===== config.mk =====
export PLATFORM = sky130hd
export DESIGN_NAME = goldschmidt_iter_div
export DESIGN_NICKNAME = d
export VERILOG_FILES = /design/src/rtl/goldschmidt_pkg.sv /design/src/rtl/goldschmidt_mul.sv /design/src/rtl/goldschmidt_iter_div.sv
export SDC_FILE = /design/constraint.sdc
export NUM_CORES = 2
export LEC_CHECK = 0
export ABC_AREA = 0
export ABC_CLOCK_PERIOD_IN_PS = 15300
export CAP_MARGIN = 20
export CORE_MARGIN = 2
export CORE_UTILIZATION = 65
export DETAILED_ROUTE_END_ITERATION = 10
export DONT_BUFFER_PORTS = 1
export GPL_TIMING_DRIVEN = 0
export MAX_ROUTING_LAYER = met4
export PLACE_DENSITY = 0.9
export SLEW_MARGIN = 15
export SYNTH_ARGS = -nofsm -noshare
export SYNTH_HDL_FRONTEND = slang
export SYNTH_SLANG_ARGS = --single-unit

===== constraint.sdc =====
create_clock -name clk -period 15.3 [get_ports clk]
set_input_delay 3.06 -clock clk [delete_from_list [all_inputs] [get_ports clk]]
set_output_delay 3.06 -clock clk [all_outputs]
set_load 0.02 [all_outputs]

===== src/rtl/goldschmidt_pkg.sv =====
// Shared constants for the Goldschmidt divider: FSM state codes and fixed-point helpers.
package goldschmidt_pkg;

    typedef logic [1:0] state_t;

    localparam state_t IDLE  = 2'd0;
    localparam state_t MUL_N = 2'd1;
    localparam state_t MUL_D = 2'd2;
    localparam state_t DONE  = 2'd3;

    // 0.75 in Q2.(width-2): the seed reciprocal for a divisor in [1.0, 2.0).
    function automatic logic [63:0] k0(input int width);
        return 64'd3 << (width - 4);
    endfunction

    function automatic logic [63:0] two(input int width);
        return 64'd1 << (width - 1);
    endfunction

endpackage


===== src/rtl/goldschmidt_mul.sv =====
// Combinational truncating Q2.(WIDTH-2) multiply: full product shifted right by WIDTH-2.
module goldschmidt_mul #(
    parameter int WIDTH = 29
) (
    input  logic [WIDTH-1:0] a,
    input  logic [WIDTH-1:0] b,
    output logic [WIDTH-1:0] p
);

    logic [2*WIDTH-1:0] full;

    assign full = {{WIDTH{1'b0}}, a} * {{WIDTH{1'b0}}, b};
    assign p    = WIDTH'(full >> (WIDTH - 2));

endmodule


===== src/rtl/goldschmidt_iter_div.sv =====
// Self-sequencing Goldschmidt divider: one shared multiplier alternates between n*k and d*k
// for ITERS iterations, with valid/ready handshakes on the operand and quotient sides.
module goldschmidt_iter_div
    import goldschmidt_pkg::*;
#(
    parameter int WIDTH = 29,
    parameter int ITERS = 3
) (
    input  logic             clk,
    input  logic             reset,
    input  logic             in_valid,
    output logic             in_ready,
    input  logic [WIDTH-1:0] numerator,
    input  logic [WIDTH-1:0] denominator,
    output logic             out_valid,
    input  logic             out_ready,
    output logic [WIDTH-1:0] quotient,
    output logic             div_zero
);

    // Handshake: a transfer happens on a rising edge where valid and ready are both high;
    // ready and valid are decoded from state alone, and a DONE result holds until taken.

    localparam int               IW      = $clog2(ITERS + 1);
    localparam logic [WIDTH-1:0] K0_VAL  = WIDTH'(k0(WIDTH));
    localparam logic [WIDTH-1:0] TWO_VAL = WIDTH'(two(WIDTH));
    localparam logic [IW-1:0]    LAST_IT = IW'(ITERS);

    state_t           state_q, state_d;
    logic [WIDTH-1:0] n_q, n_d;
    logic [WIDTH-1:0] d_q, d_d;
    logic [WIDTH-1:0] k_q, k_d;
    logic [IW-1:0]    it_q, it_d;
    logic [IW-1:0]    it_inc;
    logic             zero_q, zero_d;
    logic [WIDTH-1:0] mul_a;
    logic [WIDTH-1:0] mul_p;

    assign mul_a  = (state_q == MUL_D) ? d_q : n_q;
    assign it_inc = it_q + IW'(1);

    goldschmidt_mul #(.WIDTH(WIDTH)) u_mul (
        .a (mul_a),
        .b (k_q),
        .p (mul_p)
    );

    always_comb begin
        state_d = state_q;
        n_d     = n_q;
        d_d     = d_q;
        k_d     = k_q;
        it_d    = it_q;
        zero_d  = zero_q;
        case (state_q)
            IDLE: begin
                if (in_valid) begin
                    n_d    = numerator;
                    d_d    = denominator;
                    k_d    = K0_VAL;
                    it_d   = '0;
                    zero_d = (denominator == '0);
                    if (denominator == '0) begin
                        // Saturated quotient for x/0; skip the multiply sequence entirely.
                        n_d     = '1;
                        state_d = DONE;
                    end else begin
                        state_d = MUL_N;
                    end
                end
            end
            MUL_N: begin
                n_d     = mul_p;
                state_d = MUL_D;
            end
            MUL_D: begin
                d_d     = mul_p;
                k_d     = TWO_VAL - mul_p;
                it_d    = it_inc;
                state_d = (it_inc == LAST_IT) ? DONE : MUL_N;
            end
            DONE: begin
                if (out_ready) begin
                    state_d = IDLE;
                end
            end
            default: state_d = IDLE;
        endcase
    end

    always_ff @(posedge clk or posedge reset) begin
        if (reset) begin
            state_q <= IDLE;
            n_q     <= '0;
            d_q     <= '0;
            k_q     <= '0;
            it_q    <= '0;
            zero_q  <= 1'b0;
        end else begin
            state_q <= state_d;
            n_q     <= n_d;
            d_q     <= d_d;
            k_q     <= k_d;
            it_q    <= it_d;
            zero_q  <= zero_d;
        end
    end

    assign in_ready  = (state_q == IDLE);
    assign out_valid = (state_q == DONE);
    assign quotient  = n_q;
    assign div_zero  = zero_q;

endmodule


* Word-level counts from Yosys, hierarchy flattened
Index checks and enable logic that the tools add are counted.
Operators by class: reduce and logical (&&, ||, !) cells 8, add/subtract/negate cells 2, multiplexer cells 15, equal/unequal tests 6, multiply operators 1
Operators with widths (number):
- one-hot mux 29 bit (2 select lines) | 3
- 2-to-1 mux 29 bit | 5
- multiplier 29 x 29 -> 56 bit | 1
- logical NOT 29 bit | 1
- subtractor 29 bit, first input constant | 1
- 2-to-1 mux 2 bit | 5
- one-hot mux 2 bit (4 select lines) | 1
- AND reduction 2 bit | 4
- equality test 2 bit, second input constant | 3
- one-hot mux 2 bit (2 select lines) | 1
- nonzero test 2 bit | 2
- adder 2 x 1 -> 2 bit, second input constant | 1
- equality test 2 x 1 -> 1 bit, second input constant | 1
- logical NOT 2 bit | 1
- != test 2 x 1 -> 1 bit, second input constant | 1
- != test 2 bit, second input constant | 1
Word-level totals: register bits 92, logic and storage cells 38

* Logic depth before layout (Yosys ltp)
depth after elaboration 5, gate-level depth with buffers 39, gate-level depth less buffers 34

* Hierarchy
A second synthesis with hierarchy kept.
Unflattened totals: cell total of the unflattened synthesis 3562, area, all modules 31950.6 sq um
By module, submodules not included:
- goldschmidt_mul | cells an instance 2990, area each 26875.8 sq um, instances 1
- goldschmidt_iter_div | cells an instance 572, area each 5074.9 sq um, instances 1

* Least setup slack after synthesis
OpenSTA, ideal clock, no wires.
kind reg-to-reg, from register state_q[0], to register k_q[28], data required time 15.178 ns, data arrival time 9.614 ns, stages on the path, launching flop included 37, path buffers 6, path slack 5.564 ns, clock period less this slack 9.736 ns, cells stage by stage dfrtp_1 clkbuf_1 nand2b_1 clkbuf_1 buf_1 nand2_1 nand2_1 clkbuf_1 clkbuf_1 nand2_1 fa_1 inv_1 fa_1 fa_1 inv_1 fa_1 inv_1 fa_1 inv_1 fa_1 inv_1 fa_1 inv_1 fa_1 inv_1 ha_1 nand2_1 or4_1 or4_1 nand3_1 a41oi_1 xnor2_1 or4b_1 buf_2 nand4b_4 or4b_1 a32o_1
Between the ends: word-level cells in the longest chain between the ends 5, elaborated cells between the ends (all ways) 9, classes of those cells add/sub: 1; mul: 1; eq/ne: 2; mux: 2; reduce/logical: 3
RTL lines:
- start: declaration | RTL line goldschmidt_iter_div.sv:29 | state_t state_q, state_d;
- start signal: assignment | RTL line goldschmidt_iter_div.sv:100 | state_q <= state_d;
- equality test 2 bit | RTL line goldschmidt_iter_div.sv:39, goldschmidt_iter_div.sv:55
- 2-to-1 mux 29 bit | RTL line goldschmidt_iter_div.sv:39 | assign mul_a = (state_q == MUL_D) ? d_q : n_q;
- multiplier 29 x 29 -> 56 bit | RTL line goldschmidt_mul.sv:12 | assign full = {{WIDTH{1'b0}}, a} * {{WIDTH{1'b0}}, b};
- subtractor 29 bit | RTL line goldschmidt_iter_div.sv:78 | k_d = TWO_VAL - mul_p;
- one-hot mux 29 bit (2 select lines) | RTL line goldschmidt_iter_div.sv:55 | case (state_q)
- end signal: assignment | RTL line goldschmidt_iter_div.sv:103 | k_q <= k_d;
- end: declaration | RTL line goldschmidt_iter_div.sv:32 | logic [WIDTH-1:0] k_q, k_d;
Parallel ways exist; a longest one is shown, timed or not. A chain may end at the register's enable or synchronous reset.

* Final worst setup path
from register state_q[0], to register k_q[18]
The elaborated chain is that of the path after synthesis.

==> results.py <==
metrics = {
    "synth": {
        "netlist_area_um2": 32800,
        "yosysSeqAreaShare_pct": 7.02,
        "synth-main-ff-cell": "dfrtp_1",
        "synthCells": 3775,
        "post_synth.cell_area_avg_um2": 8.68,
        "yosysUniqueCellTypes": 87,
        "yosysWarnings": 0,
        "synth.net_count": 4790,
        "ys_async_sr_fraction_pct": 100,
        "ys_ff_latch": 92,
        "synth-edff-count": 0,
    },
    "placed_design": {
        "preCtsSetupSlack_ps": 2960,
        "dp.cells": 4450,
        "io_buffers": 0,
        "dp.final_hpwl_um": 93900,
        "routabilityCongestion": 1.06,
    },
    "worst_setup_path": {
        "rrSetupSlack_ps": 2460,
        "cp_top_family": "adder cells",
        "r2r_start": "state_q[0]$_DFFE_PP0P_",
        "cpPeakStageDelay_ps": 920,
        "crit_path_end": "k_q[18]$_DFFE_PP0P_",
        "start_kind": "flip-flop",
        "crit_start": "state_q[0]$_DFFE_PP0P_",
        "worstSetupEndpointType": "flip-flop",
        "cpMostUsedCell": "fa_1",
        "crit_cells": 34,
        "critPathKind": "reg2reg",
        "critical_path_arrival_ps": 13070,
        "crit_fanout": 10,
        "path_buf_inv": 12,
        "cpMaxStageDelayCell": "a211oi_1",
        "r2r-end": "k_q[18]$_DFFE_PP0P_",
        "r2r_cells": 34,
        "required_ps": 15530,
    },
    "timing": {
        "worst_slew_pin_slew_ps": 1240,
        "worst_slack_ps": 2460,
        "finalSetupTns_ps": 0,
        "maxSlewHeadroom_pct": 17.2,
        "setup_viol": 0,
        "fmax_ghz": 0.0779,
        "fin_crit_sh_pct": 83.9,
        "skew_ps": 16.5,
        "rsz0062_at_grt": "false",
        "slew_violations": 0,
        "min_period_ps": 12840,
        "hold_viol": 0,
    },
    "floorplanning": {
        "rows": 82,
        "start_util_pct": 65.6,
        "die_w_um": 229,
        "dieHeight_um": 229,
        "core_um2": 50000,
        "ios": 94,
        "dieArea_um2": 52200,
    },
    "clocking": {
        "cts_hold_buf": 0,
        "post_cts_buffers": 0,
        "cts.clk_slew.worst_paths_ps": 90,
        "cts_buffers": 9,
        "cts-resized-gates": 0,
        "cts_max_level": 3,
        "clockBufferDepth": 2,
        "cts_tree": "yes",
        "clock_latency_ps": 380,
        "clock_sinks": 92,
        "clock-root-buffer": "clkbuf_16",
    },
    "routing": {
        "drtPass1Iterations": 8,
        "routed_wl_um": 115000,
        "drc": 0,
        "vias": 28100,
        "drt_iter0_markers": 3412,
        "wl_per_cell_um": 25.7,
        "ant_nets": 0,
        "viasPerCell": 6.27,
    },
    "status": {
        "status": "completed",
    },
    "final_layout": {
        "layout.cells.non_filler": 4480,
        "area_growth_pct": 3.85,
        "nNetsFinal": 4805,
        "drive_gt1_share_pct": 1.63,
    },
    "grt": {
        "antenna_found_initial": 8,
        "track_usage_pct": 47.1,
        "grt-ovfl-total": 0,
        "grt_pass1_wl_um": 176000,
        "grt_pass1_vias": 29600,
        "grt_start_max_net_pins": 53,
    },
    "hold_path": {
        "hold_path.class": "reg2reg",
    },
    "run": {
        "max-cap-violations": 0,
    },
}
==> cells in the mapped netlist, types with 19 or more instances <==
cell type / n / area share [%]
dfrtp_1: 92 / 7.0
a21o_1: 22 / 0.50
clkbuf_1: 225 / 2.6
nor2_1: 70 / 0.80
nand2_1: 649 / 7.4
a21oi_1: 78 / 1.2
o21ai_0: 104 / 1.6
nand4_1: 19 / 0.36
fa_1: 722 / 44
ha_1: 231 / 8.8
xnor2_1: 30 / 0.80
and2_1: 428 / 8.2
inv_1: 782 / 9.0
nor3_1: 26 / 0.40
==> worst min-delay path: cells and delay by family, from the launching register on <==
kind / cells / cell delay (ps)
flip-flops: 1 / 350
AO/OA/AOI/OAI: 1 / 60
AND/OR/NAND/NOR: 1 / 50
==> per-stage QoR <==
step                      utilization [%]  cell area (um^2)  hold slack, ps
after floorplan                         -             32800             450
after global placement               67.3             33600             461
after detailed placement             67.4             33700             473
after CTS                            68.0             34000             490
after global routing                 68.1             34000             521
final                                68.1             34000             490
==> registers in the layout (all words and copies together), names as in the netlist <==
signal and cells:
d_q 29, k_q 29, quotient 29, div_zero 1
state_q 2, it_q 2
==> how the worst min path moves through the flow <==
| stage | start | to | slack (ps) | cells after the start |
|---|---|---|---|---|
| after floorplan | d_q[11]$_DFFE_PP0P_ | d_q[11]$_DFFE_PP0P_ | 450 | 2 |
| after global routing | d_q[4]$_DFFE_PP0P_ | d_q[4]$_DFFE_PP0P_ | 520 | 2 |
| after CTS | d_q[11]$_DFFE_PP0P_ | d_q[11]$_DFFE_PP0P_ | 490 | 2 |
| after detailed placement | d_q[11]$_DFFE_PP0P_ | d_q[11]$_DFFE_PP0P_ | 470 | 2 |
| after global placement | d_q[21]$_DFFE_PP0P_ | d_q[21]$_DFFE_PP0P_ | 460 | 2 |
| final | d_q[11]$_DFFE_PP0P_ | d_q[11]$_DFFE_PP0P_ | 490 | 2 |
==> cell families (layout without fill, tap and decap cells) <==
family	after synthesis	after routing	share of synthesized area, %
other cells	0	13	0
fa+ha+maj	953	953	52.9
simple gates	1303	1303	19.6
compound gates	358	358	7.27
mux	6	6	0.240
buf+inv	1015	1035	11.7
flops	92	92	7.02
xor+xnor	48	48	1.28
==> placed cells by master (no fill, tap or decap), types with 18 or more instances in the layout <==
master	count
a21o_1	22
xnor2_1	30
nor3_1	26
xor2_1	18
and2_1	428
o22ai_1	18
ha_1	231
nand2_1	649
clkbuf_1	225
fa_1	722
o21ai_0	104
dfrtp_1	92
nor2_1	70
nand4_1	19
a21oi_1	78
inv_1	781
==> layer usage <==
layer	routed length, um	global-route usage (%)	share of wire, %
met4	9680	30.7	8.4
met1	38700	55.8	34
met3	17200	16.4	15
met5	0	-	0
met2	49600	68.3	43
==> area by class of cell <==
cell class,instances,area (um^2)
Antenna cell,13,32.5
Tap cell,672,841
Fill cell,3949,15900
Buffer,233,896
Multi-Input combinational cell,2668,26600
Timing Repair Buffer,4,68.8
Clock buffer,9,225
Inverter,782,2940
Sequential cell,92,2300
Clock inverter,7,86.3
Power is not shown: default switching activity piles up to over one toggle a cycle in this logic, so the estimate is an artifact.
